File: src/rtl/uart_tx_arbiter_pkg.sv
// Shared types and constants for the round-robin UART transmit arbiter.
// Optional even parity is enabled by defining UART_TX_ARBITER_PARITY_EN.
package uart_tx_arbiter_pkg;

    typedef enum logic [2:0] {
        ST_IDLE,
        ST_START,
        ST_DATA,
`ifdef UART_TX_ARBITER_PARITY_EN
        ST_PARITY,
`endif
        ST_STOP
    } tx_state_e;

    localparam int DATA_BITS = 8;
`ifdef UART_TX_ARBITER_PARITY_EN
    localparam int FRAME_BITS = 11;
`else
    localparam int FRAME_BITS = 10;
`endif

    function automatic int uart_divider(input int clk_freq, input int baud_rate);
        return clk_freq / baud_rate;
    endfunction

endpackage

File: src/rtl/uart_tx_core.sv
// Serialiser: baud counter, shift register, bit counter and line driver for 8N1 frames.
// UART_TX_ARBITER_PARITY_EN inserts an even-parity bit between DATA and STOP.
module uart_tx_core
    import uart_tx_arbiter_pkg::*;
#(
    parameter int DIVIDER = 10416
) (
    input  logic       clk,
    input  logic       rst,
    input  logic       start,
    input  logic [7:0] data,
    output logic       busy,
    output logic       tx
);

    localparam int CW = (DIVIDER > 1) ? $clog2(DIVIDER) : 1;

    tx_state_e     state, state_next;
    logic [CW-1:0] baud_cnt;
    logic [2:0]    bit_cnt;
    logic [7:0]    shreg;
    logic          bit_done;
`ifdef UART_TX_ARBITER_PARITY_EN
    logic          parity_bit;
`endif

    assign bit_done = (baud_cnt == CW'(DIVIDER - 1));
    assign busy     = (state != ST_IDLE);

    always_comb begin
        // NOTE: every combinational output gets a default first so no path can infer a latch.
        state_next = state;
        tx         = 1'b1;
        case (state)
            ST_IDLE: begin
                if (start) state_next = ST_START;
            end
            ST_START: begin
                tx = 1'b0;
                if (bit_done) state_next = ST_DATA;
            end
            ST_DATA: begin
                tx = shreg[0];
                if (bit_done && bit_cnt == 3'(DATA_BITS - 1)) begin
`ifdef UART_TX_ARBITER_PARITY_EN
                    state_next = ST_PARITY;
`else
                    state_next = ST_STOP;
`endif
                end
            end
`ifdef UART_TX_ARBITER_PARITY_EN
            ST_PARITY: begin
                tx = parity_bit;
                if (bit_done) state_next = ST_STOP;
            end
`endif
            ST_STOP: begin
                if (bit_done) state_next = ST_IDLE;
            end
            default: state_next = ST_IDLE;
        endcase
    end

    // NOTE: sequential state uses non-blocking assignments so all flops update from pre-edge values.
    always_ff @(posedge clk or posedge rst) begin
        if (rst) begin
            state    <= ST_IDLE;
            baud_cnt <= '0;
            bit_cnt  <= '0;
            shreg    <= '0;
`ifdef UART_TX_ARBITER_PARITY_EN
            parity_bit <= 1'b0;
`endif
        end else begin
            state <= state_next;
            // Counter idles at zero and restarts on each bit boundary.
            if (state == ST_IDLE || bit_done) baud_cnt <= '0;
            else                              baud_cnt <= baud_cnt + 1'b1;

            if (state == ST_IDLE) begin
                bit_cnt <= '0;
                if (start) begin
                    shreg <= data;
`ifdef UART_TX_ARBITER_PARITY_EN
                    parity_bit <= ^data;
`endif
                end
            end else if (state == ST_DATA && bit_done) begin
                bit_cnt <= bit_cnt + 1'b1;
                shreg   <= shreg >> 1;
            end
        end
    end

endmodule

File: src/rtl/uart_tx_arbiter.sv
// Round-robin arbiter feeding one UART transmitter; grants only while the line is idle.
// Defining UART_TX_ARBITER_PARITY_EN builds the 11-bit even-parity frame.
module uart_tx_arbiter
    import uart_tx_arbiter_pkg::*;
#(
    parameter int CLK_FREQ  = 100_000_000,
    parameter int BAUD_RATE = 9600,
    parameter int N_REQ     = 4
) (
    input  logic                     clk,
    input  logic                     rst,
    input  logic [N_REQ-1:0]         req_valid,
    input  logic [8*N_REQ-1:0]       req_data,
    output logic [N_REQ-1:0]         req_ready,
    output logic                     uart_tx,
    output logic                     busy,
    output logic [$clog2(N_REQ)-1:0] grant_id
);

    localparam int DIVIDER = uart_divider(CLK_FREQ, BAUD_RATE);
    localparam int GW      = $clog2(N_REQ);

    logic [7:0]    req_bytes [N_REQ];
    logic [GW-1:0] rr_ptr;
    logic [GW-1:0] cand;
    logic [GW-1:0] pick_idx;
    logic          pick_found;
    logic          start;

    always_comb begin
        for (int i = 0; i < N_REQ; i++) req_bytes[i] = req_data[8*i +: 8];
    end

    // Search starts one past the last grant and wraps modulo N_REQ.
    always_comb begin
        pick_found = 1'b0;
        pick_idx   = '0;
        cand       = '0;
        for (int i = 1; i <= N_REQ; i++) begin
            cand = GW'((int'(rr_ptr) + i) % N_REQ);
            if (!pick_found && req_valid[cand]) begin
                pick_found = 1'b1;
                pick_idx   = cand;
            end
        end
    end

    assign start = !busy && pick_found && !rst;

    always_comb begin
        req_ready = '0;
        if (start) req_ready[pick_idx] = 1'b1;
    end

    // rr_ptr resets to the last index so requester 0 wins first; grant_id reports 0 from reset.
    always_ff @(posedge clk or posedge rst) begin
        if (rst) begin
            rr_ptr   <= GW'(N_REQ - 1);
            grant_id <= '0;
        end else if (start) begin
            rr_ptr   <= pick_idx;
            grant_id <= pick_idx;
        end
    end

    uart_tx_core #(
        .DIVIDER (DIVIDER)
    ) u_core (
        .clk   (clk),
        .rst   (rst),
        .start (start),
        .data  (req_bytes[pick_idx]),
        .busy  (busy),
        .tx    (uart_tx)
    );

endmodule
File: config.mk
export PLATFORM = sky130hd
export DESIGN_NAME = uart_tx_arbiter
export DESIGN_NICKNAME = d
export VERILOG_FILES = /design/src/rtl/uart_tx_arbiter_pkg.sv /design/src/rtl/uart_tx_core.sv /design/src/rtl/uart_tx_arbiter.sv
export SDC_FILE = /design/constraint.sdc
export NUM_CORES = 1
export LEC_CHECK = 0
export CORE_MARGIN = 8
export CORE_UTILIZATION = 53
export CTS_CLUSTER_DIAMETER = 30
export DETAILED_ROUTE_END_ITERATION = 12
export PLACE_DENSITY = 0.93
export SKIP_LAST_GASP = 1
export SYNTH_ARGS = -nofsm -noshare
export SYNTH_HDL_FRONTEND = slang
export SYNTH_HIERARCHICAL = 1
export SYNTH_SLANG_ARGS = --single-unit
File: constraint.sdc
create_clock -name clk -period 6.3 [get_ports clk]
set_input_delay 1.89 -clock clk [delete_from_list [all_inputs] [get_ports clk]]
set_output_delay 1.89 -clock clk [all_outputs]
set_load 0.01 [all_outputs]
Word level (Yosys, flattened, before mapping)
Index checks and enable logic that the tools add are counted. Widths: inputs -> output; s select.

Register bits after elaboration: 32. Bits of input ports: 38. Output and inout port bits: 8. Word-level logic and storage cells: 82.

Add/sub/neg operators: 6. $lt $le $gt $ge: 7. Equal/unequal tests: 9. Mux-type cells: 34. Bitwise gates (word level): 1. Reduce and logical (&&, ||, !) cells: 19.

Operators with widths (count): $mux 8 (5); $mux 3 (6); $bmux 8 s2 (1); $lt 2x3->1 const B (5); $add 14x1->14 const B (1); $eq 14x14->1 const B (1); $mux 14 (1); $pmux 3 s4 (1); $mux 1 (9); $bmux 1 s2 (4); $logic_and 1x1->1 (8); $mux 2 (4); $eq 3x2->1 const B (2); $ne 2x1->1 const B (3); $logic_not 1->1 (5); $add 2x1->2 const B (2); $add 2x2->2 const B (2); $mux 4 (1); $reduce_and 4->1 (1); $add 3x1->3 const B (1); $eq 3x1->1 const B (1); $eq 3x3->1 const B (1); $ge 3x3->1 const B (1); $logic_not 3->1 (1); other kinds (9) (9).

Logic depth before layout (Yosys ltp)
Gate-level depths: netlist (run 1).

Depth after elaboration: 19. Gate-level depth with buffers: 10.

Cells and area by module
The synthesis (run 1) kept the hierarchy.

Modules (own cells, without submodules): uart_tx_core (times used 1, cells an instance 134, area an instance 1415.1 sq um); uart_tx_arbiter (times used 1, cells an instance 77, area an instance 511.7 sq um).

Least setup slack after synthesis (run 1)
Ideal clock, no wire load.

Path kind: input-to-output. From: in req_valid[2]. To: out req_ready[0]. Data arrival time: 2.829 ns. Required time: 4.410 ns. Path slack: 1.581 ns. Stages: 6. Path buffers: 2. Cells stage by stage: nand2b_1 > a21o_1 > and3_1 > buf_4 > buf_6 > and3_1.

Cells in the longest elaborated chain, start to end: 17. Elaborated cells between the ends (all ways): 30. Classes of those cells: order compare: 2; mux: 19; reduce/logical: 9.

RTL lines: start, declared (RTL line uart_tx_arbiter.sv:12) `input logic [N_REQ-1:0] req_valid,`; $bmux 1 s2 (RTL line uart_tx_arbiter.sv:41) `if (!pick_found && req_valid[cand]) begin`; $mux 1 (not written as such) (RTL line uart_tx_arbiter.sv:41); $mux 1 (RTL line uart_tx_arbiter.sv:41); $logic_not 1->1 (RTL line uart_tx_arbiter.sv:41); $logic_and 1x1->1 (RTL line uart_tx_arbiter.sv:41); $mux 1 (RTL line uart_tx_arbiter.sv:41); $logic_not 1->1 (RTL line uart_tx_arbiter.sv:41); $logic_and 1x1->1 (RTL line uart_tx_arbiter.sv:41); $mux 1 (RTL line uart_tx_arbiter.sv:41); $logic_not 1->1 (RTL line uart_tx_arbiter.sv:41); $logic_and 1x1->1 (RTL line uart_tx_arbiter.sv:41); $mux 2 (RTL line uart_tx_arbiter.sv:41); $lt 2x3->1 (not written as such) or $ge 2x1->1 (tied branches) (RTL line uart_tx_arbiter.sv:52) `if (start) req_ready[pick_idx] = 1'b1;`; $logic_and 1x1->1 (not written as such) (RTL line uart_tx_arbiter.sv:52); $mux 1 (not written as such) (RTL line uart_tx_arbiter.sv:52); $demux 1 s2 (RTL line uart_tx_arbiter.sv:52); $mux 4 * (RTL line uart_tx_arbiter.sv:52); end, declared (RTL line uart_tx_arbiter.sv:14) `output logic [N_REQ-1:0] req_ready,`.

Every way passes the cells marked *; elsewhere a longest branch is shown, timed or not. The select of a mux whose other input is x is not followed.

Worst setup path after layout (run 1)
From: in req_valid[3]. To: out req_ready[2].

Same word-level chain as after synthesis.

==> flow_summary.yaml, run 1 <==
run_status:
  status: "completed"
clock_network:
  clk_pin_slew_ps: 80
  cts_max_path_buffers: 2
  clkLatencyLatePin_ps: 330
  root_buffer: "clkbuf_4"
  clock_sinks: 31
  post_cts_resized: 0
  cts_tree: "yes"
  cts_hold_buf: 0
  cts_setup_buffers: 0
  ctsHtreeMaxLevel: 2
  numCtsBuffers: 5
route:
  avgRoutedWirePerCell_um: 14.8
  dr.pass1.iters: 4
  drc: 0
  via_count: 1658
  wl_mm: 4.52
  routed.top_layer: "met4"
  wl_met1_mm: 2.07
  route.met3.wl_um: 280
  drt-vias-per-instance: 5.44
  met2_length_mm: 2.11
  antenna_left: 0
  drt-initial-drc-count: 90
pwr:
  vdd_drop_max_mv: 0.183
  p_per_area_nw_per_um2: 160
  power_leakage_nw: 1.06
  power.total_mw: 0.397
setup_path:
  cp_slowest_stage_delay_ps: 570
  worstPathRequired_ps: 4410
  slowest_stage: "clkdlybuf4s50_1"
  worst-setup-path-type: "primary input to primary output"
  regToRegSetupSlack_ps: 3550
  path_cells: "clkdlybuf4s50_1, nor2b_1, nor2_1, a211o_1, nor3_2, clkdlybuf4s50_1"
  cp-end-kind: "primary output"
  start_kind: "primary input"
  crit_arrival_ps: 3770
  crit_fanout: 6
  crit_top_cell: "clkdlybuf4s50_1"
timing:
  drv_slew: 0
  tns_ps: 0
  rsz0062_at_grt: "false"
  layout_worst_path_cycle_share_pct: 89.8
  clock_skew_ps: 11.2
  slew_headroom_pct: 34.7
  setup_viol: 0
  fmax_mhz: 177
  worst_pin_slew_ps: 978
  layout_min_cycle_time_ps: 5660
  setup_slack_ps: 641
  hold_viol_final: 0
floorplan:
  start_util_pct: 53.8
  io_pins: 46
  row_count: 22
  core-area_um2: 3580
  die_w_um: 76.3
  die_h_um: 76.3
  die_area_um2: 5820
synth:
  netlist_area_um2: 1930
  synth-seq-cells: 31
  synth_area_leaders: "dfrtp_1 (38%), mux2_2 (9.4%), nand2_1 (6.0%), ha_1 (4.5%), xnor2_1 (4.5%)"
  syn_avg_cell_area_um2: 9.13
  netlist.area_leader.share_pct: 37.7
  synth-seq-area-share_pct: 40.4
  syn_nets: 256
  synth.distinct_cells: 37
  yosys_warnings: 6
  syn_inst: 211
  yosys.area.top_type: "dfrtp_1"
grt:
  grt_usage_pct: 15.2
  antenna_found_initial: 0
  grt_pass1_wl_mm: 7.43
  grt_overflow: 0
  first_global_vias: 1603
  grt_max_degree: 28
hold_path:
  holdCritPathClass: "flip-flop to flip-flop"
finish:
  drive_gt1_share_pct: 12.8
  syn_to_final_growth_pct: 28.4
  diodes: 0
  finish.instance_area_um2: 2470
  nets: 301
placement:
  dp_hpwl_mm: 3.39
  place.gp.congestion: 0.874
  dpl_cell_area_um2: 2410
  port_buffers: 45
  post-place-ws_ps: 668
flow_run:
  cap_viol_max_count: 0
[flip-flops by register name, summed over array words and instances (netlist names)]
register         count
u_core/baud_cnt     14
u_core/shreg         8
u_core/bit_cnt       3
grant_id             2
rr_ptr               2
u_core/state         2
[cells in the mapped netlist]
| cell | instances |
|---|---|
| or3_1 | 1 |
| o21ai_1 | 1 |
| clkbuf_1 | 3 |
| inv_2 | 1 |
| or4b_4 | 1 |
| nand4_1 | 3 |
| nor2b_1 | 2 |
| dfstp_2 | 2 |
| nor3_1 | 4 |
| o31ai_4 | 1 |
| o221ai_1 | 1 |
| nor3_2 | 2 |
| a21o_1 | 3 |
| nor4_1 | 3 |
| nor2_1 | 22 |
| nand2_1 | 31 |
| a32oi_1 | 9 |
| buf_2 | 4 |
| buf_6 | 1 |
| ha_1 | 7 |
| o41ai_1 | 1 |
| nand3b_1 | 1 |
| dfrtp_1 | 29 |
| nand3_1 | 9 |
| xnor2_1 | 10 |
| or4_1 | 1 |
| buf_4 | 1 |
| inv_1 | 8 |
| a211o_1 | 2 |
| xor2_1 | 2 |
| nand2b_1 | 3 |
| a21oi_1 | 11 |
| and3_1 | 5 |
| o21ai_0 | 8 |
| nand4bb_1 | 1 |
| mux2_2 | 16 |
| buf_1 | 1 |
[area by class of cell]
| cell class | instances | area (µm²) |
|---|---|---|
| clock buffers | 8 | 68.8 |
| well taps | 48 | 60.1 |
| flip-flops and latches | 31 | 778 |
| fillers | 282 | 1100 |
| inverters | 9 | 33.8 |
| multi-input cells | 161 | 1060 |
| repair buffers | 48 | 473 |
[placed cells by master, fill, tap and decap left out]
| cell type | netlist | final |
|---|---|---|
| dfstp_2 | 2 | 2 |
| mux2_2 | 16 | 16 |
| inv_2 | 1 | 1 |
| nor2b_1 | 2 | 2 |
| nand4bb_1 | 1 | 1 |
| nor2_1 | 22 | 22 |
| or4b_4 | 1 | 1 |
| o221ai_1 | 1 | 1 |
| clkbuf_4 | 0 | 5 |
| and3_1 | 5 | 5 |
| o31ai_4 | 1 | 1 |
| o21ai_0 | 8 | 8 |
| ha_1 | 7 | 7 |
| a32oi_1 | 9 | 9 |
| inv_1 | 8 | 8 |
| a211o_1 | 2 | 2 |
| or3_1 | 1 | 1 |
| buf_4 | 1 | 3 |
| nor3_2 | 2 | 2 |
| nand3_1 | 9 | 9 |
| xnor2_1 | 10 | 10 |
| nand2_1 | 31 | 31 |
| clkdlybuf4s50_1 | 0 | 45 |
| nand2b_1 | 3 | 3 |
| nor3_1 | 4 | 4 |
| nand3b_1 | 1 | 1 |
| o21ai_1 | 1 | 1 |
| nand4_1 | 3 | 3 |
| clkbuf_1 | 3 | 1 |
| a21o_1 | 3 | 3 |
| nor4_1 | 3 | 3 |
| a21oi_1 | 11 | 11 |
| o41ai_1 | 1 | 1 |
| xor2_1 | 2 | 2 |
| dfrtp_1 | 29 | 29 |
| clkbuf_8 | 0 | 2 |
| or4_1 | 1 | 1 |
[where the power goes]
group	leakage, nW	switching (mW)	total, mW	internal (mW)
clock network	0.0386	0.0606	0.126	0.0655
registers	0.399	0.00124	0.202	0.201
logic	0.625	0.0313	0.0683	0.0370
[stage by stage]
stage / cells / hold slack (ps) / utilization, %
after global routing: 305 / 487 / 69.2
after detailed placement: 297 / 467 / 67.2
final: 305 / 480 / 69.2
after floorplan: 211 / 433 / -
after global placement: 297 / 446 / 67.2
after CTS: 305 / 487 / 69.2
[worst paths after layout]
path / from / end / cells past startpoint
min in group asynchronous: rst / grant_id[1] / 2
min reg2reg: u_core/baud_cnt[0] / u_core/baud_cnt[0] / 1
min: u_core/baud_cnt[0] / u_core/baud_cnt[0] / 1
max in group asynchronous: rst / u_core/baud_cnt[4] / 2
max reg2reg: u_core/state[0] / u_core/shreg[3] / 8
max: req_valid[3] / req_ready[2] / 6
[metal layers]
layer	vias up	track usage (%)
met2	43	25.6
met3	6	4.60
met5	-	0
met1	774	18.1
met4	0	4.62
li1	835	-
[critical path: cells and delay by family]
kind	cells	cell delay [ps]
AO/OA/AOI/OAI	1	380
buffers and inverters	2	1080
AND/OR/NAND/NOR	3	420
[logic make-up (layout without fill, tap and decap cells)]
logic type      Yosys count  after routing  share of synthesized area (%)
fa+ha+maj                 7              7                           4.55
mux                      16             16                           9.35
compound gates           37             37                           13.4
xor+xnor                 12             12                           5.45
flops                    31             31                           40.4
buf+inv                  19             65                           4.55
simple gates             89             89                           22.3
No activity file was read; power rests on OpenSTA's default activity.
==> run 2, diff against run 1 <==
- CORE_ASPECT_RATIO: default -> 0.6
- CTS_CLUSTER_SIZE: default -> 14
==> flow_summary.yaml, run 2 (synthesis results as in run 1) <==
run_status:
  status: "completed"
timing:
  tns_ps: 0
  setup_viol: 0
  setup_slack_ps: 571
  clock_skew_ps: 6.21
  layout_min_cycle_time_ps: 5730
  hold_viol_final: 0
  finalHoldWorstSlack_ps: 483
  layout_worst_path_cycle_share_pct: 90.9
  slew_headroom_pct: 30.2
  fmax_mhz: 175
  worst_pin_slew_ps: 1050
  drv_slew: 0
  rsz0062_at_grt: "false"
setup_path:
  path_cells: "clkdlybuf4s50_1, nor2b_1, nor2_1, a211o_1, nor3_2, clkdlybuf4s50_1"
  cp-end-kind: "primary output"
  slowest_stage: "clkdlybuf4s50_1"
  critPathTopFamily: "buffers and inverters"
  crit_arrival_ps: 3840
  worstPathRequired_ps: 4410
  crit_fanout: 8
  cp_slowest_stage_delay_ps: 560
  path_buf_inv: 2
  crit_top_cell: "clkdlybuf4s50_1"
  start_kind: "primary input"
  worst-setup-path-type: "primary input to primary output"
route:
  antenna_left: 0
  drt-vias-per-instance: 5.64
  drt-initial-drc-count: 83
  wl_mm: 5.19
  drc: 0
  dr.pass1.iters: 4
  via_count: 1716
  avgRoutedWirePerCell_um: 17.1
grt:
  grt_max_degree: 28
  grt_overflow: 0
  use_met2_pct: 29.9
  grt_usage_pct: 18.1
  met1_usage_pct: 22.6
  antenna_found_initial: 0
  busiest_layer: "met2"
  grt_util_met3_pct: 4.08
  grt_pass1_wl_mm: 8.44
  first_global_vias: 1719
placement:
  port_buffers: 45
  post-place-ws_ps: 597
  dp_hpwl_mm: 4.04
  place.gp.congestion: 0.810
clock_network:
  root_buffer: "clkbuf_8"
  clock_sinks: 31
  cts_tree: "yes"
  ctsHtreeMaxLevel: 2
  clk_pin_slew_ps: 70
  cts_max_path_buffers: 2
  cts_setup_buffers: 0
  clkLatencyLatePin_ps: 290
  post_cts_resized: 0
  numCtsBuffers: 5
  cts_hold_buf: 0
floorplan:
  die_w_um: 93.8
  row_count: 17
  io_pins: 46
  die_area_um2: 5880
  start_util_pct: 53.9
  die_h_um: 62.7
  core-area_um2: 3570
finish:
  nets: 301
  top_regs: "u_core/baud_cnt: 14 flops, u_core/shreg: 8 flops, u_core/bit_cnt: 3 flops"
  mostFrequentLayoutCells: "clkdlybuf4s50_1 (45), nand2_1 (31), dfrtp_1 (29)"
  fin_util_pct: 70.6
  largest_reg_flops: 14
  final_common_cell: "clkdlybuf4s50_1"
  top_register: "u_core/baud_cnt"
  syn_to_final_growth_pct: 30.9
  drive_gt1_share_pct: 13.2
  diodes: 0
  fill_cells: 275
hold_path:
  holdCritPathClass: "flip-flop to flip-flop"
pwr:
  vdd_drop_max_mv: 0.160
  power_leakage_nw: 1.09
  p_per_area_nw_per_um2: 189
  power.total_mw: 0.476
flow_run:
  cap_viol_max_count: 0
run 2: cell count changes in the layout (fill, tap and decap cells not counted):
cell	previous run	this run
clkbuf_1	1	0
clkbuf_4	5	0
bufinv_16	0	1
clkinv_2	0	1
clkbuf_8	2	6
run 2: through the flow:
step / cell area (µm²) / cells
3_3_place_gp: 2400 / 296
6_report: 2520 / 304
2_1_floorplan: 1930 / 211
4_1_cts: 2520 / 304
3_5_place_dp: 2400 / 296
5_1_grt: 2520 / 304
run 2: report_power, final:
part	internal (mW)	leakage [nW]	total, mW	switching [mW]
Sequential	0.201	0.399	0.203	0.00125
Clock	0.128	0.0612	0.204	0.0764
Combinational	0.0370	0.625	0.0688	0.0319
run 2: worst paths after layout:
check	startpoint	end	slack [ps]	cells after the start
worst max-delay path	req_valid[3]	req_ready[3]	570	6
worst min-delay path	u_core/baud_cnt[0]	u_core/baud_cnt[0]	480	1
worst min register to register	u_core/baud_cnt[0]	u_core/baud_cnt[0]	480	1
max in group asynchronous	rst	u_core/shreg[6]	3440	2
min in group asynchronous	rst	grant_id[1]	1840	2
worst max register to register	u_core/state[0]	u_core/shreg[4]	3460	8
run 2: routing by layer:
| layer | share of wire, % | wire length [µm] |
|---|---|---|
| met5 | 0 | 0 |
| met1 | 45 | 2350 |
| met3 | 2.7 | 139 |
| met2 | 51 | 2630 |
| met4 | 1.3 | 70 |
run 2: final cells by class:
class	instances	area (µm²)	share of cell area [%]
Multi-Input combinational cell	161	1060	42.1
Inverter	9	33.8	1.34
Sequential cell	31	778	30.9
Clock buffer	6	82.6	3.27
Timing Repair Buffer	48	473	18.8
Tap cell	47	58.8	2.33
Clock inverter	2	35.0	1.39
